===== config.mk =====
export PLATFORM = sky130hd
export DESIGN_NAME = dsp_xaddr_router
export DESIGN_NICKNAME = d
export VERILOG_FILES = /design/src/rtl/dsp_xaddr_router.sv
export SDC_FILE = /design/constraint.sdc
export NUM_CORES = 1
export LEC_CHECK = 0
export BUFFER_PORTS_ARGS = -buffer_cell sky130_fd_sc_hd__buf_2
export CORE_UTILIZATION = 48
export DETAILED_ROUTE_END_ITERATION = 16
export HOLD_SLACK_MARGIN = 0.02
export PLACE_DENSITY = 0.81
export SYNTH_ARGS = -nofsm -noshare
export SYNTH_HDL_FRONTEND = slang
export SYNTH_SLANG_ARGS = --single-unit

===== constraint.sdc =====
create_clock -name ACLK_i -period 5.9 [get_ports ACLK_i]
set_clock_uncertainty 0.05 [all_clocks]
set_input_delay 1.77 -clock ACLK_i [delete_from_list [all_inputs] [get_ports ACLK_i]]
set_output_delay 1.77 -clock ACLK_i [all_outputs]
set_load 0.02 [all_outputs]

===== src/rtl/dsp_xaddr_router.sv =====
// AW/AR address router: base/mask decode, one-entry request slice, order FIFO and beat steering.
// Optional macro DSP_XADDR_DECERR_EN: unmapped requests become decode-error entries instead of going to slave 0.
module dsp_xaddr_router #(
  parameter int unsigned SLV_AMT           = 4,
  parameter int unsigned OUTSTANDING_AMT   = 8,
  parameter int unsigned ADDR_WIDTH        = 32,
  parameter int unsigned TRANS_MST_ID_W    = 5,
  parameter int unsigned TRANS_BURST_W     = 2,
  parameter int unsigned TRANS_DATA_LEN_W  = 8,
  parameter int unsigned TRANS_DATA_SIZE_W = 3,
  parameter logic [ADDR_WIDTH*SLV_AMT-1:0] SLV_BASE = '0,
  parameter logic [ADDR_WIDTH*SLV_AMT-1:0] SLV_MASK = '0,
  parameter int unsigned SLV_ID_W          = (SLV_AMT > 1) ? $clog2(SLV_AMT) : 1
) (
  input  logic                                  ACLK_i,
  input  logic                                  ARESET_i,
  input  logic [TRANS_MST_ID_W-1:0]             m_AxID_i,
  input  logic [ADDR_WIDTH-1:0]                 m_AxADDR_i,
  input  logic [TRANS_BURST_W-1:0]              m_AxBURST_i,
  input  logic [TRANS_DATA_LEN_W-1:0]           m_AxLEN_i,
  input  logic [TRANS_DATA_SIZE_W-1:0]          m_AxSIZE_i,
  input  logic                                  m_AxVALID_i,
  output logic                                  m_AxREADY_o,
  output logic [TRANS_MST_ID_W*SLV_AMT-1:0]     sa_AxID_o,
  output logic [ADDR_WIDTH*SLV_AMT-1:0]         sa_AxADDR_o,
  output logic [TRANS_BURST_W*SLV_AMT-1:0]      sa_AxBURST_o,
  output logic [TRANS_DATA_LEN_W*SLV_AMT-1:0]   sa_AxLEN_o,
  output logic [TRANS_DATA_SIZE_W*SLV_AMT-1:0]  sa_AxSIZE_o,
  output logic [SLV_AMT-1:0]                    sa_AxVALID_o,
  input  logic [SLV_AMT-1:0]                    sa_AxREADY_i,
  output logic [SLV_AMT-1:0]                    sa_Ax_outst_full_o,
  input  logic                                  m_xVALID_i,
  input  logic                                  m_xREADY_i,
  output logic [SLV_ID_W-1:0]                   dsp_xDATA_slv_id_o,
  output logic                                  dsp_xDATA_disable_o,
  output logic                                  dsp_xDATA_last_o,
  output logic                                  dsp_xDATA_decerr_o,
  output logic [SLV_ID_W-1:0]                   dsp_WRESP_slv_id_o,
  output logic                                  dsp_WRESP_shift_en_o,
  output logic [$clog2(OUTSTANDING_AMT):0]      outst_cnt_o
);

  localparam int unsigned PTR_W = $clog2(OUTSTANDING_AMT);

  logic [SLV_ID_W-1:0]          dec_id;
  logic                         dec_hit;
  logic                         slice_vld;
  logic                         slice_hs;
  logic                         slice_decerr;
  logic [SLV_ID_W-1:0]          slice_id;
  logic [TRANS_MST_ID_W-1:0]    slice_axid;
  logic [ADDR_WIDTH-1:0]        slice_addr;
  logic [TRANS_BURST_W-1:0]     slice_burst;
  logic [TRANS_DATA_LEN_W-1:0]  slice_len;
  logic [TRANS_DATA_SIZE_W-1:0] slice_size;

  logic [SLV_ID_W-1:0]          id_mem  [OUTSTANDING_AMT];
  logic [TRANS_DATA_LEN_W-1:0]  len_mem [OUTSTANDING_AMT];
  logic [PTR_W-1:0]             wr_ptr;
  logic [PTR_W-1:0]             rd_ptr;
  logic [PTR_W:0]               count;
  logic [TRANS_DATA_LEN_W-1:0]  beat_cnt;
  logic                         fifo_full;
  logic                         fifo_empty;
  logic                         push;
  logic                         beat_hs;
  logic                         last_beat;
  logic                         pop;

  // Ascending scan with a found flag keeps the lowest matching index.
  always_comb begin
    dec_hit = 1'b0;
    dec_id  = '0;
    for (int unsigned i = 0; i < SLV_AMT; i++) begin
      if (!dec_hit &&
          ((m_AxADDR_i & SLV_MASK[ADDR_WIDTH*i +: ADDR_WIDTH]) == SLV_BASE[ADDR_WIDTH*i +: ADDR_WIDTH])) begin
        dec_hit = 1'b1;
        dec_id  = SLV_ID_W'(i);
      end
    end
  end

  assign fifo_full   = (count == (PTR_W+1)'(OUTSTANDING_AMT));
  assign fifo_empty  = (count == '0);
  assign slice_hs    = slice_vld & (slice_decerr | sa_AxREADY_i[slice_id]);
  assign m_AxREADY_o = ~fifo_full & (~slice_vld | slice_hs);
  assign push        = m_AxVALID_i & m_AxREADY_o;
  assign beat_hs     = m_xVALID_i & m_xREADY_i & ~fifo_empty;
  assign last_beat   = ~fifo_empty & (beat_cnt == len_mem[rd_ptr]);
  assign pop         = beat_hs & last_beat;

  always_ff @(posedge ACLK_i) begin
    if (ARESET_i) begin
      slice_vld <= 1'b0;
    end else if (push) begin
      slice_vld <= 1'b1;
    end else if (slice_hs) begin
      slice_vld <= 1'b0;
    end
  end

  always_ff @(posedge ACLK_i) begin
    if (push) begin
      slice_id    <= dec_id;
      slice_axid  <= m_AxID_i;
      slice_addr  <= m_AxADDR_i;
      slice_burst <= m_AxBURST_i;
      slice_len   <= m_AxLEN_i;
      slice_size  <= m_AxSIZE_i;
      id_mem[wr_ptr]  <= dec_id;
      len_mem[wr_ptr] <= m_AxLEN_i;
    end
  end

`ifdef DSP_XADDR_DECERR_EN
  logic err_mem [OUTSTANDING_AMT];

  // Unmapped requests still occupy the slice for one cycle, then self-drain.
  always_ff @(posedge ACLK_i) begin
    if (push) begin
      slice_decerr    <= ~dec_hit;
      err_mem[wr_ptr] <= ~dec_hit;
    end
  end

  assign dsp_xDATA_decerr_o = ~fifo_empty & err_mem[rd_ptr];
`else
  assign slice_decerr       = 1'b0;
  assign dsp_xDATA_decerr_o = 1'b0;
`endif

  always_ff @(posedge ACLK_i) begin
    if (ARESET_i) begin
      wr_ptr   <= '0;
      rd_ptr   <= '0;
      count    <= '0;
      beat_cnt <= '0;
    end else begin
      if (push) wr_ptr <= wr_ptr + 1'b1;
      if (pop)  rd_ptr <= rd_ptr + 1'b1;
      if (push && !pop)      count <= count + 1'b1;
      else if (!push && pop) count <= count - 1'b1;
      if (pop)          beat_cnt <= '0;
      else if (beat_hs) beat_cnt <= beat_cnt + 1'b1;
    end
  end

  always_comb begin
    sa_AxVALID_o = '0;
    for (int unsigned i = 0; i < SLV_AMT; i++) begin
      sa_AxVALID_o[i] = slice_vld & (slice_id == SLV_ID_W'(i)) & ~slice_decerr;
    end
  end

  assign sa_AxID_o          = {SLV_AMT{slice_axid}};
  assign sa_AxADDR_o        = {SLV_AMT{slice_addr}};
  assign sa_AxBURST_o       = {SLV_AMT{slice_burst}};
  assign sa_AxLEN_o         = {SLV_AMT{slice_len}};
  assign sa_AxSIZE_o        = {SLV_AMT{slice_size}};
  assign sa_Ax_outst_full_o = {SLV_AMT{fifo_full}};

  assign dsp_xDATA_slv_id_o   = fifo_empty ? '0 : id_mem[rd_ptr];
  assign dsp_WRESP_slv_id_o   = dsp_xDATA_slv_id_o;
  assign dsp_xDATA_disable_o  = fifo_empty;
  assign dsp_xDATA_last_o     = last_beat;
  assign dsp_WRESP_shift_en_o = pop;
  assign outst_cnt_o          = count;

endmodule


==> flow_summary.toml, run 1 <==
[pwr]
p_per_area_nw_per_um2 = 375.1
power.switching_mw = 0.8470
pwr-share-seq_pct = 44.5
power_mw = 2.695
p_int_mw = 1.848
peakVddDrop_mv = 0.2541
pwr-share-comb_pct = 21.8
p_sw_share_pct = 31.43
pwr-share-clk_pct = 33.6
p_leak_nw = 3.025

[finish]
fin_cells = 762
stdcell_area_um2 = 7183
diodes = 0
final_common_cell = "buf_2"
final_nets = 644
final_cell_mix = "268 x buf_2, 114 x edfxtp_1, 22 x dfxtp_1"
drive_gt1_share_pct = 54.24
syn_to_final_growth_pct = 13.89
final_core_util_pct = 56.46

[sta]
setup_viol = 0
hold_violations = 0
post-route-min-period_ps = 5107
relSlewSlack_pct = 42.74
max_freq_mhz = 195.8
fin_setup_tns_ps = 0
rsz0062_at_grt = "no"
drv_slew = 0
worst_pin_slew_ps = 855.8
fin_crit_sh_pct = 86.56

[global_routing]
grt_pass1_wl_um = 17730
grt_max_degree = 56
antenna_found_initial = 0
grt_pass1_vias = 3228
grt_usage_pct = 18.37
grt_overflow = 0

[place]
post_dp_cell_area_um2 = 6671
placed_cells = 731
gp_congestion = 0.7702
hpwl_um = 9233
numPortBuffers = 268

[cts]
clockBufferDepth = 2
root_buffer = "clkbuf_16"
hold_buffers = 0
cts_tree = "built"
post_cts_buffers = 0
cts.sinks = 136
htreeDepth = 4
cts_buffers = 17
path_clk_slew_ps = 60
insertion_delay_ps = 410
cts.repair.resized = 0

[setup_path]
cp_slowest_cell = "dfxtp_1"
crit_required_ps = 4080
crit_chain = "mux4_2 > mux2i_1 > xor2_1 > nand4_1 > or4_4 > inv_2 > buf_2"
cp_num_buf_inv = 2
start_kind = "flop"
cp_top_family = "multiplexers"
worstPathMaxFanout = 11
slowest_delay_ps = 770
cp.arrival_ps = 3290
crit_type = "flop to output port"
crit_path_end_kind = "output port"

[route]
drt-initial-drc-count = 151
totalWireLength_um = 12820
routed-via-count = 3601
viasPerCell = 4.726
antenna_left = 0
drt-wirelength-per-cell_um = 16.82
drcViolationCount = 0
drt_pass1_iterations = 5

[synthesis]
async_reset_ff_share_pct = 0
ys_warn_count = 0
ys_top_cells_by_area = "edfxtp_1 54%, buf_4 20%, dfxtp_1 7.0%"
synth.distinct_cells = 42
synthCells = 447
synth_edf_count = 114
yosysTopAreaCellShare_pct = 54.27
ys_seq_elements = 136
avgSynthCellArea_um2 = 14.11
yosysSeqAreaShare_pct = 61.26
ys.flop_type = "edfxtp_1"
synth_area_um2 = 6307
yosysTopAreaCell = "edfxtp_1"

[floorplan]
fp.dieW_um = 116.6
design.core.area_um2 = 12720
io_pins = 280
rows = 41
fp.dieArea_um2 = 13600
start_util_pct = 49.58
fp.dieH_um = 116.6

[status]
status = "complete, no violations"

[min_path]
hold_class = "flop to flop"

[run]
maxCapViolCount = 0
routing by layer:
layer	up-vias	GRT usage (%)	wire, µm
li1	1675	-	-
met1	1777	22.29	5268
met2	143	30.97	6752
met3	6	5.138	715
met4	0	7.511	80
met5	-	0	0
state kept, by name, indices dropped and copies added (netlist names), named ones only:
name and count:
slice_burst 2, len_mem 64, outst_cnt_o 4, rd_ptr 3
slice_vld 1, slice_len 8, slice_axid 5, slice_size 3
wr_ptr 3, beat_cnt 8, slice_addr 32
through the flow:
| stage | setup WS (ps) | hold slack, ps |
|---|---|---|
| final | 792.8 | 474.0 |
| after global routing | 569.4 | 510.2 |
| after CTS | 696.0 | 476.0 |
| after detailed placement | 1019 | 462.7 |
| after global placement | 1040 | 431.3 |
| after floorplan | 800.0 | 409.1 |
power groups by stage:
stage          clock, mW  sequential (mW)  combinational [mW]
5_1_grt            0.970             1.21               0.633
4_1_cts            0.929             1.20               0.595
3_3_place_gp           0             1.21               0.584
6_report           0.906             1.20               0.588
2_1_floorplan          0             1.27               0.465
3_5_place_dp           0             1.22               0.594
worst reg2reg max path, delay by kind of cell (launching register included):
kind                       cells  cell delay [ps]
AOI/OAI and AO/OA              3              520
muxes                          2              840
DFF                            1              770
xor gates and xnor gates       2              280
adders and majority gates      2              500
and+or+nand+nor                3             1050
buffers and inverters          1              110
kinds of logic after synthesis:
kind of cell             synth area share [%]
adder cells (fa/ha/maj)                 1.508
AND/OR/NAND/NOR                         5.019
flip-flops                              61.26
AO/OA/AOI/OAI                           1.548
multiplexers                            7.439
other                                 0.05945
buffers and inverters                   20.67
XOR/XNOR                                2.499
synthesized netlist by cell type, drive strengths merged (2+ instances only):
library cell and instances:
nand2b 2, nor2 15, a21oi 8, nor2b 2, xor2 13, inv 5, nand2 12, dfxtp 22
nor3 10, clkbuf 2, mux4 12, or3 4, mux2i 18, edfxtp 114, or4 2, xnor2 5
ha 6, nand3 4, o21ai 2, buf 169, nand4 3, and3 3
final cells by class:
type / count / area (µm²)
fillers: 1019 / 5539
inverters: 5 / 18.77
multi-input cells: 142 / 1172
well taps: 172 / 215.2
clock inverters: 14 / 86.33
repair buffers: 276 / 1401
clock buffers: 17 / 425.4
flip-flops and latches: 136 / 3864
worst paths after layout:
| check | slack, ps | cells past startpoint | startpoint | to |
|---|---|---|---|---|
| max | 790 | 7 | flop | dsp_WRESP_shift_en_o |
| min | 470 | 2 | rd_ptr[2] | flop |
| max reg2reg | 1720 | 13 | flop | outst_cnt_o[3] |
| min reg2reg | 470 | 2 | rd_ptr[2] | flop |
Power figures use the tool's default switching activity.
==> run 2, diff against run 1 <==
--- a/config.mk
+++ b/config.mk
@@ -6,10 +6,10 @@
 export NUM_CORES = 1
 export LEC_CHECK = 0
 export BUFFER_PORTS_ARGS = -buffer_cell sky130_fd_sc_hd__buf_2
-export CORE_UTILIZATION = 48
+export CORE_UTILIZATION = 40
 export DETAILED_ROUTE_END_ITERATION = 16
 export HOLD_SLACK_MARGIN = 0.02
-export PLACE_DENSITY = 0.81
+export PLACE_DENSITY = 0.7
 export SYNTH_ARGS = -nofsm -noshare
 export SYNTH_HDL_FRONTEND = slang
 export SYNTH_SLANG_ARGS = --single-unit
==> constraint.sdc (replaced) <==
create_clock -name ACLK_i -period 6.5 [get_ports ACLK_i]
set_clock_uncertainty 0.05 [all_clocks]
set_input_delay 1.95 -clock ACLK_i [delete_from_list [all_inputs] [get_ports ACLK_i]]
set_output_delay 1.95 -clock ACLK_i [all_outputs]
set_load 0.02 [all_outputs]
==> run 2 against run 1 <==
Critical path depth is the same. Wire length grew 4.5%. Utilization shrank 9.1 points. First-iteration DRC count grew 23%. Critical endpoint unchanged. Largest cell class unchanged.
==> flow_summary.toml, run 2 (synthesis gave the netlist of run 1 again) <==
[setup_path]
worstPathMaxFanout = 16
start_kind = "flop"
crit_required_ps = 4500
crit_type = "flop to output port"
crit_path_end_kind = "output port"
crit_chain = "mux4_2 > mux2i_1 > xor2_1 > nand4_1 > or4_4 > inv_2 > buf_2"
slowest_delay_ps = 910
cp.arrival_ps = 3430
cp_slowest_cell = "dfxtp_1"

[floorplan]
start_util_pct = 41.18
rows = 45
fp.dieW_um = 127.6
fp.dieH_um = 127.6
fp.dieArea_um2 = 16270
io_pins = 280
design.core.area_um2 = 15310

[finish]
syn_to_final_growth_pct = 15.00
largest_reg_flops = 64
largest_register = "len_mem"
final_nets = 640
final_cell_mix = "268 x buf_2, 114 x edfxtp_1, 22 x dfxtp_1"
final_common_cell = "buf_2"
largestRegisters = "len_mem: 64 flops, slice_addr: 32 flops"
n_fill_cell = 1368
diodes = 0
drive_gt1_share_pct = 54.00

[sta]
post-route-min-period_ps = 5427
rsz0062_at_grt = "no"
max_freq_mhz = 184.2
relSlewSlack_pct = 38.62
fin_setup_tns_ps = 0
setup_viol = 0
worst_pin_slew_ps = 917.4
hold_violations = 0
drv_slew = 0
fin_crit_sh_pct = 83.50
layout_setup_ws_ps = 1073

[cts]
path_clk_slew_ps = 50
post_cts_buffers = 0
cts.repair.resized = 0
cts.sinks = 136
insertion_delay_ps = 410
htreeDepth = 4
clockBufferDepth = 2
root_buffer = "clkbuf_16"
cts_tree = "built"
hold_buffers = 0
cts_buffers = 17

[route]
totalWireLength_um = 13390
drt-initial-drc-count = 185
routed-via-count = 3657
drcViolationCount = 0
antenna_left = 0
viasPerCell = 4.583
drt_pass1_iterations = 4
drt-wirelength-per-cell_um = 16.78

[global_routing]
grt_max_degree = 56
grt_pass1_wl_um = 19090
antenna_found_initial = 0
grt_overflow = 0
grt.busiest_layer = "met2"
met1_usage_pct = 20.21
use_met3_pct = 4.732
grt_usage_pct = 16.15
grt_util_met2_pct = 26.45
grt_pass1_vias = 3379

[pwr]
p_sw_share_pct = 30.39
p_int_mw = 1.750
p_per_area_nw_per_um2 = 346.6
peakVddDrop_mv = 0.1653
pwr-share-comb_pct = 21.1
power.switching_mw = 0.7640
pwr-share-clk_pct = 35.3
pwr-share-seq_pct = 43.6
p_leak_nw = 3.029

[place]
gp_congestion = 0.7443
numPortBuffers = 268
dp_slack_ps = 1273
hpwl_um = 9658

[min_path]
hold_class = "flop to flop"

[status]
status = "complete, no violations"

[run]
maxCapViolCount = 0
[run 2: routing by layer]
layer	share of wire [%]	vias up
li1	-	1668
met1	43	1818
met2	49	156
met3	5.9	15
met4	1.5	0
met5	0	-
[run 2: stage by stage]
step	std cells	util [%]	instance area [µm²]	hold WS (ps)	power, mW
floorplan	454	-	6334	409.1	1.571
global placement	766	43.71	6694	430.3	1.638
detailed placement	766	43.71	6694	448.6	1.649
CTS	798	47.36	7253	462.0	2.543
global route	798	47.36	7253	490.7	2.619
finish	798	47.36	7253	455.8	2.514
[run 2: final timing paths]
| check | startpoint | to | slack (ps) | depth (start not counted) |
|---|---|---|---|---|
| worst max-delay path | flop | dsp_WRESP_shift_en_o | 1070 | 7 |
| worst min-delay path | rd_ptr[2] | rd_ptr[2] | 460 | 2 |
| worst max register to register | flop | outst_cnt_o[3] | 2240 | 13 |
| worst min register to register | rd_ptr[2] | rd_ptr[2] | 460 | 2 |
[run 2: critical path, delay by kind of cell, from the launching register on]
kind	cells	cell delay, ps
xor+xnor	1	170
buf+inv	2	360
simple gates	2	720
mux	2	850
flops	1	910
[run 2: area by class of cell]
cell class | count | area [µm²] | area share (%)
Timing Repair Buffer | 272 | 1371 | 18.91
Tap cell | 211 | 264.0 | 3.640
Inverter | 5 | 18.77 | 0.2588
Clock inverter | 6 | 37.54 | 0.5175
Sequential cell | 136 | 3864 | 53.27
Multi-Input combinational cell | 142 | 1176 | 16.22
Clock buffer | 26 | 521.8 | 7.193
[run 2: power by group through the flow]
stage	clock (mW)	combinational [mW]	sequential, mW
floorplan	0	0.422	1.15
global placement	0	0.532	1.11
detailed placement	0	0.537	1.11
CTS	0.911	0.538	1.09
global route	0.948	0.568	1.10
finish	0.888	0.531	1.10
==> run 3, diff against run 2 <==
--- a/config.mk
+++ b/config.mk
@@ -5,11 +5,12 @@
 export SDC_FILE = /design/constraint.sdc
 export NUM_CORES = 1
 export LEC_CHECK = 0
+export ABC_AREA = 1
 export BUFFER_PORTS_ARGS = -buffer_cell sky130_fd_sc_hd__buf_2
 export CORE_UTILIZATION = 40
 export DETAILED_ROUTE_END_ITERATION = 16
 export HOLD_SLACK_MARGIN = 0.02
-export PLACE_DENSITY = 0.7
+export PLACE_DENSITY = 0.69
 export SYNTH_ARGS = -nofsm -noshare
 export SYNTH_HDL_FRONTEND = slang
 export SYNTH_SLANG_ARGS = --single-unit
==> constraint.sdc (replaced) <==
create_clock -name ACLK_i -period 5.6 [get_ports ACLK_i]
set_clock_uncertainty 0.05 [all_clocks]
set_input_delay 1.68 -clock ACLK_i [delete_from_list [all_inputs] [get_ports ACLK_i]]
set_output_delay 1.68 -clock ACLK_i [all_outputs]
set_load 0.02 [all_outputs]
==> run 3 against run 2 <==
Count of clock-buffer cells in the layout down 4. Power up 7.4%. Sequential power up 10%. Non-clock buffer count down 1. Largest cell class unchanged.
==> flow_summary.toml, run 3 <==
[status]
status = "complete, no violations"

[synthesis]
yosysSeqAreaShare_pct = 57.36
yosysTopAreaCell = "edfxtp_1"
synth.distinct_cells = 26
avgSynthCellArea_um2 = 10.24
yosysTopAreaCellShare_pct = 50.82
ys_seq_elements = 136
ys.flop_type = "edfxtp_1"
ys_top_cells_by_area = "edfxtp_1 51%, buf_4 19%, dfxtp_1 6.5%"
ys_warn_count = 0
synth_area_um2 = 6736
synth.most_common_cell = "buf_4"
synth_common_cells = "168 x buf_4, 114 x edfxtp_1, 114 x nand2_1"
async_reset_ff_share_pct = 0
synth_edf_count = 114
synthCells = 658

[setup_path]
crit_path_end_kind = "output port"
cp_common_cell = "nand3_1"
cp.arrival_ps = 2880
start_kind = "flop"
cp_num_buf_inv = 3
crit_chain = "buf_4 > nand2_1 > nand3_1 > nand3_1 > nand3_1 > nand2_1 > nor2_1 > nand3_1 > nor2_4 > nand2_4 > inv_1 > buf_2"
worstPathMaxFanout = 19
slowest_delay_ps = 810
cp.depth = 12
rr_worst_depth = 20
crit_required_ps = 3870
crit_type = "flop to output port"
cp_top_family = "simple AND/OR/NAND/NOR gates"
cp_slowest_cell = "dfxtp_1"

[min_path]
whs_path_depth = 2
hold_class = "flop to flop"
min_from = "wr_ptr[0]"

[finish]
fin_cells = 1013
regArea_um2 = 3864
syn_to_final_growth_pct = 13.19
final_nets = 846
n_fill_cell = 1540
largestRegisters = "len_mem: 64 flops, slice_addr: 32 flops"
largest_register = "len_mem"
final_common_cell = "buf_2"
drive_gt1_share_pct = 38.46
multi_input_area_um2 = 1275
final_cell_mix = "268 x buf_2, 114 x nand2_1, 114 x edfxtp_1"
largest_reg_flops = 64
diodes = 0

[place]
hpwl_um = 9910
placed_cells = 981
gp_congestion = 0.8667
numPortBuffers = 268
dp_slack_ps = 1211

[pwr]
pwr-share-clk_pct = 38.0
p_per_area_nw_per_um2 = 354.0
p_leak_nw = 3.590
pwr-share-seq_pct = 44.8
p_sw_share_pct = 28.46
peakVddDrop_mv = 0.2392
power.switching_mw = 0.7683
pwr-share-comb_pct = 17.2
p_int_mw = 1.931
power_mw = 2.699

[route]
totalWireLength_um = 13760
antenna_left = 0
drt_pass1_iterations = 4
viasPerCell = 4.343
drcViolationCount = 0
drt-wirelength-per-cell_um = 13.59
routed-via-count = 4399
drt-initial-drc-count = 294

[cts]
cts_tree = "built"
cts_buffers = 17
clockBufferDepth = 2
post_cts_buffers = 0
cts.sinks = 136
htreeDepth = 4
path_clk_slew_ps = 60
insertion_delay_ps = 410
hold_buffers = 0
root_buffer = "clkbuf_16"
cts.repair.resized = 0

[floorplan]
fp.dieArea_um2 = 17360
fp.dieH_um = 131.8
fp.dieW_um = 131.8
start_util_pct = 40.77
design.core.area_um2 = 16520
io_pins = 280
rows = 47

[global_routing]
grt_usage_pct = 16.18
antenna_found_initial = 0
grt_max_degree = 34
grt_pass1_vias = 3983
grt_overflow = 0
grt_pass1_wl_um = 21000

[sta]
hold_violations = 0
layout_setup_ws_ps = 985.0
post-route-min-period_ps = 4615
hold_ws_ps = 442.4
fin_crit_sh_pct = 82.41
setup_viol = 0
relSlewSlack_pct = 31.56
max_freq_mhz = 216.7
fin_setup_tns_ps = 0
rsz0062_at_grt = "no"
worst_pin_slew_ps = 1023
drv_slew = 0

[run]
maxCapViolCount = 0
## run 3: changes by cell type after synthesis, sizes merged, moves of 6 or more
| cell | before | now |
|---|---|---|
| nor2 | 15 | 50 |
| inv | 5 | 80 |
| nand3 | 4 | 52 |
| xor2 | 13 | 6 |
| nand2 | 12 | 116 |
| buf | 169 | 175 |
| mux4 | 12 | 0 |
| o21ai | 2 | 12 |
| nor3 | 10 | 4 |
| mux2i | 18 | 0 |
## run 3: cell families after synthesis
| family | Yosys count | share of synthesized area, % |
|---|---|---|
| flops | 136 | 57.36 |
| buf+inv | 255 | 24.11 |
| other cells | 1 | 0.05567 |
| fa+ha+maj | 7 | 1.412 |
| compound gates | 25 | 1.895 |
| simple gates | 226 | 14.13 |
| xor+xnor | 8 | 1.040 |
## run 3: worst paths after layout
kind,to,slack [ps]
worst max-delay path,dsp_WRESP_shift_en_o,990
worst min-delay path,wr_ptr[0],440
worst max register to register,outst_cnt_o[3],1840
worst min register to register,wr_ptr[0],440
## run 3: through the flow
step | util (%) | area, µm²
floorplan | - | 6763
global placement | 42.85 | 7081
detailed placement | 42.85 | 7081
CTS | 46.14 | 7625
global route | 46.14 | 7625
finish | 46.14 | 7625
## run 3: tightest hold or removal path, stage by stage, from the launching register on
cell and delay (ps):
dfxtp_1 320, nand2_1 70, a21oi_1 60
## run 3: routing by layer
layer / vias to the layer above / global-route usage [%] / part of all wire [%]
met1: 2016 / 18.71 / 41
met3: 24 / 4.729 / 6.1
li1: 2185 / - / -
met2: 174 / 27.57 / 51
met5: - / 0 / 0
met4: 0 / 7.623 / 2.0
## run 3: final cells by class
cell class,instances,area share (%)
tap,220,3.610
timing repair buffer,271,17.89
inverter,80,3.971
clock inverter,10,1.050
multi-input combinational,274,16.72
clock buffer,22,6.088
sequential,136,50.67
## run 3: power groups by stage
stage                     combinational, mW  sequential [mW]  clock [mW]
after floorplan                       0.372             1.27           0
after global placement                0.463             1.23           0
after detailed placement              0.468             1.23           0
after CTS                             0.469             1.21        1.05
after global routing                  0.499             1.22        1.09
final                                 0.465             1.21        1.03
